**src/rtl/uart_pkg.sv**
```systemverilog
// rtl/uart_pkg.sv - shared types and constants for the UART transmit path
package uart_pkg;

  typedef enum logic [2:0] {
    IDLE,
    START,
    DATA,
    PARITY,
    STOP
  } tx_state_t;

  localparam int DATA_BITS = 8;
  localparam int BIT_IDX_W = 3;

endpackage

```
**src/rtl/uart_baud_counter.sv**
```systemverilog
// rtl/uart_baud_counter.sv - bit-period counter, emits bit_tick on the last cycle of each bit
module uart_baud_counter #(
  parameter int CLKS_PER_BIT = 868
) (
  input  logic clk,
  input  logic rst,
  input  logic en,
  output logic bit_tick
);

  localparam int CNT_W = (CLKS_PER_BIT > 1) ? $clog2(CLKS_PER_BIT) : 1;
  localparam logic [CNT_W-1:0] LAST = CNT_W'(CLKS_PER_BIT - 1);

  logic [CNT_W-1:0] count;

  assign bit_tick = en && (count == LAST);

  // Held at zero while disabled so the first bit after an accept is full length.
  always_ff @(posedge clk) begin
    if (rst || !en || bit_tick) begin
      count <= '0;
    end else begin
      count <= count + 1'b1;
    end
  end

endmodule

```
**src/rtl/uart_tx_controller.sv**
```systemverilog
// rtl/uart_tx_controller.sv - UART frame sequencer driving an external PISO and the tx line
module uart_tx_controller
  import uart_pkg::*;
#(
  parameter int CLKS_PER_BIT = 868,
  parameter int PARITY_EN    = 0,
  parameter int PARITY_ODD   = 0,
  parameter int STOP_BITS    = 1
) (
  input  logic       clk,
  input  logic       rst,
  input  logic [7:0] tx_data_i,
  input  logic       tx_valid_i,
  output logic       tx_ready_o,
  output logic [7:0] piso_data_o,
  output logic       piso_load_o,
  output logic       piso_shift_en_o,
  input  logic       piso_bit_i,
  output logic       tx_o,
  output logic       tx_busy_o,
  output logic       tx_done_o
);

  tx_state_t            state;
  logic [BIT_IDX_W-1:0] bit_idx;
  logic                 parity_bit;
  logic                 stop_cnt;
  logic                 baud_en;
  logic                 bit_tick;
  logic                 accept;
  logic                 last_data_bit;
  logic                 last_stop_bit;

  assign baud_en = (state != IDLE);

  uart_baud_counter #(
    .CLKS_PER_BIT(CLKS_PER_BIT)
  ) u_baud (
    .clk     (clk),
    .rst     (rst),
    .en      (baud_en),
    .bit_tick(bit_tick)
  );

  assign tx_ready_o      = (state == IDLE) && !rst;
  assign accept          = tx_valid_i && tx_ready_o;
  assign piso_data_o     = tx_data_i;
  assign piso_load_o     = accept;
  assign last_data_bit   = (bit_idx == BIT_IDX_W'(DATA_BITS - 1));
  assign last_stop_bit   = (int'(stop_cnt) == STOP_BITS - 1);
  // The PISO already presents bit 0 after the load, so only 7 shifts per byte.
  assign piso_shift_en_o = !rst && (state == DATA) && bit_tick && !last_data_bit;
  assign tx_busy_o       = (state != IDLE);

  always_comb begin
    tx_o = 1'b1;
    case (state)
      START:   tx_o = 1'b0;
      DATA:    tx_o = piso_bit_i;
      PARITY:  tx_o = parity_bit;
      default: tx_o = 1'b1;
    endcase
  end

  always_ff @(posedge clk) begin
    if (rst) begin
      state      <= IDLE;
      bit_idx    <= '0;
      parity_bit <= 1'b0;
      stop_cnt   <= 1'b0;
      tx_done_o  <= 1'b0;
    end else begin
      tx_done_o <= 1'b0;
      case (state)
        IDLE: begin
          if (accept) begin
            state      <= START;
            parity_bit <= (^tx_data_i) ^ (PARITY_ODD != 0);
          end
        end
        START: begin
          if (bit_tick) begin
            state   <= DATA;
            bit_idx <= '0;
          end
        end
        DATA: begin
          if (bit_tick) begin
            if (last_data_bit) begin
              state    <= (PARITY_EN != 0) ? PARITY : STOP;
              stop_cnt <= 1'b0;
            end else begin
              bit_idx <= bit_idx + 1'b1;
            end
          end
        end
        PARITY: begin
          if (bit_tick) begin
            state    <= STOP;
            stop_cnt <= 1'b0;
          end
        end
        STOP: begin
          if (bit_tick) begin
            if (last_stop_bit) begin
              state     <= IDLE;
              tx_done_o <= 1'b1;
            end else begin
              stop_cnt <= 1'b1;
            end
          end
        end
        default: state <= IDLE;
      endcase
    end
  end

endmodule

```
**config.mk**
```make
export PLATFORM = sky130hd
export DESIGN_NAME = uart_tx_controller
export DESIGN_NICKNAME = d
export VERILOG_FILES = /design/src/rtl/uart_pkg.sv /design/src/rtl/uart_baud_counter.sv /design/src/rtl/uart_tx_controller.sv
export SDC_FILE = /design/constraint.sdc
export NUM_CORES = 1
export LEC_CHECK = 0
export ABC_AREA = 1
export ABC_CLOCK_PERIOD_IN_PS = 1600
export BUFFER_PORTS_ARGS = -buffer_cell sky130_fd_sc_hd__buf_2
export CAP_MARGIN = 20
export CORE_MARGIN = 2
export CORE_UTILIZATION = 33
export DETAILED_ROUTE_END_ITERATION = 10
export PLACE_DENSITY = 0.64
export SETUP_SLACK_MARGIN = 0.4
export SLEW_MARGIN = 20
export SYNTH_ARGS = -nofsm -noshare
export SYNTH_HDL_FRONTEND = slang
export SYNTH_SLANG_ARGS = --single-unit
```
**constraint.sdc**
```tcl
create_clock -name clk -period 1.6 [get_ports clk]
set_clock_uncertainty 0.15 [all_clocks]
set_input_delay 0.16 -clock clk [delete_from_list [all_inputs] [get_ports clk]]
set_output_delay 0.16 -clock clk [all_outputs]
set_load 0.01 [all_outputs]
```
==> impl_metrics.toml <==
[placed_design]
port_buffers = 25
gp_congestion = 0.765
hpwl_um = 1640
dp_slack_ns = 0.155

[min_path]
hold_class = "in -> reg"

[power_and_ir_drop]
p_total_mw = 1.05
power.density_nw_per_um2 = 581
p_leak_nw = 0.757
ir_drop_uv = 466

[drt]
drt-initial-drc-count = 22
remaining_drc_errors = 0
routed_via_density = 4.59
vias = 1121
dr.pass1.iters = 4
wirelength_um = 2670
ant_nets = 0
routedWlPerCell_um = 10.9

[layout]
fillers = 279
regArea_um2 = 394
drive_gt1_frac = 0.670
most-common-layout-cells = "21 x buf_2, 21 x buf_4, 18 x nand2_1"
final_core_util = 0.582
syn_to_final_growth_pct = 66.1
multi_input_area_um2 = 801
antenna-diode-count = 0
fin_nets = 216

[run_status]
violations = "setup timing"
outcome = "complete, but fails checks"

[global_routing]
antenna_found_initial = 0
grt_pass1_wl_um = 4040
grt_overflow = 0
track_usage = 0.143
grt_max_degree = 11
grt_pass1_vias = 1052

[critical_path]
cp.arrival_ns = 1.35
crit_path_max_fanout = 3
path_class = "reg -> out"
start_kind = "flop"
required_ns = 1.29
endpoint_kind = "primary output"

[floorplanning]
dieHeight_um = 61.4
num_io_pins = 26
rows = 20
core_area_um2 = 3100
die_area_um2 = 3770
start_util = 0.350
dieWidth_um = 61.4

[clock_tree]
cts.sinks = 18
root_buffer = "clkbuf_4"
cts_tree = "built"
insertion_delay_ns = 0.30
cts_made_buffers = 3
clkTransAtPathRegs_ns = 0.11
cts_htree_levels = 1
clock_path_buffers = 2

[run]
maxCapViolations = 0

[timing]
min_period_over_period = 1.04
holdWs_ns = 0.0854
relSlewSlack = 0.805
rsz0062_at_grt = "true"
worst_slack_ns = -0.0564
finalHoldViolCount = 0
max_slew.worst_pin.slew_ns = 0.292
fin_crit_ns = 1.66
max_freq_ghz = 0.604
setup_viol = 1
slew_viol_final = 0

[synthesis]
synth.cell_area_um2 = 1090
postSynthCellCount = 147
synth_edf_count = 0
yosysWarnings = 0
yosysUniqueCellTypes = 24
ys_seq_area_frac = 0.331
async_flop_share = 0
synth-seq-cells = 18
syn-num-nets = 162
synth_area_per_cell_um2 = 7.40
synth_flop_cell = "dfxtp_1"
-- stage by stage --
stage | area (um^2) | instances | TNS [ns]
6_report | 1810 | 244 | -0.0564
5_1_grt | 1810 | 244 | -0.722
4_1_cts | 1620 | 230 | -0.0596
3_5_place_dp | 1320 | 208 | 0
3_3_place_gp | 1320 | 208 | 0
2_1_floorplan | 1200 | 147 | 0
-- repair_timing --
| action | in CTS | in global routing |
|---|---|---|
| endpoints found under the setup margin | 23 | 23 |
| buffers inserted | 17 | 14 |
| hold endpoints to repair | 3 | 0 |
| hold buffers | 1 | 0 |
| pin swaps | 9 | 18 |
| cloned | 0 | 0 |
| gates resized for setup | 29 | 27 |
-- path summary, 6_finish.rpt --
kind,from,endpoint,slack (ns),cells after the start
setup / recovery,state[1],piso_shift_en_o,-0.06,7
hold reg to reg,u_baud.count[8],u_baud.count[8],0.34,2
setup reg to reg,state[1],tx_done_o,0.01,10
hold / removal,tx_valid_i,parity_bit,0.09,6
-- logic make-up (layout without fill, tap and decap cells) --
logic type               after synthesis  after routing  share of synthesized area
AND/OR/NAND/NOR                       78             78                      0.368
buffers and inverters                 26             79                      0.117
flip-flops                            18             18                      0.331
AO/OA/AOI/OAI                         13             13                     0.0760
XOR/XNOR                               9              9                     0.0725
adder cells (fa/ha/maj)                3              3                     0.0345
-- layer usage --
metal  GRT usage  wire length (um)  vias up
li1            -                 -      560
met1       0.165              1040      507
met2       0.255              1400       40
met3      0.0252               131       14
met4      0.0669                93        0
met5           0                 0        -
-- flip-flops by register name (all words and copies together), names as in the netlist --
name,count
u_baud.count,10
state,3
bit_idx,3
parity_bit,1
tx_done_o,1
-- critical path, stage by stage, from the launching register on --
cell and delay [ns]:
dfxtp_4 0.38, inv_2 0.04, nand2_4 0.09, nor2_4 0.05, nor2_4 0.14, nand3_4 0.10
nor2_4 0.13, buf_6 0.11
-- area by class of cell --
type	instances	area share
clock buffer	4	0.0201
inverter	18	0.0444
multi-input combinational	103	0.444
sequential	18	0.218
tap	44	0.0305
timing repair buffer	57	0.243
-- Yosys cell counts, types with 2 or more instances --
master | instances | share of area
a21oi_1 | 8 | 0.037
a21oi_2 | 3 | 0.024
buf_4 | 8 | 0.055
dfxtp_1 | 18 | 0.33
ha_1 | 3 | 0.035
inv_1 | 14 | 0.048
inv_2 | 4 | 0.014
nand2_1 | 28 | 0.097
nand2_2 | 6 | 0.035
nand2_4 | 2 | 0.021
nand3_1 | 8 | 0.037
nand3b_1 | 2 | 0.014
nor2_1 | 19 | 0.066
nor2_2 | 4 | 0.023
nor2_4 | 3 | 0.031
nor3_1 | 2 | 0.0092
xnor2_1 | 5 | 0.040
xor2_1 | 4 | 0.032
-- power breakdown --
part           internal (mW)  switching [mW]
registers              0.450         0.00999
logic                  0.151           0.152
clock network          0.139           0.148
total                  0.740           0.310
(Power assumes the default switching activity.)
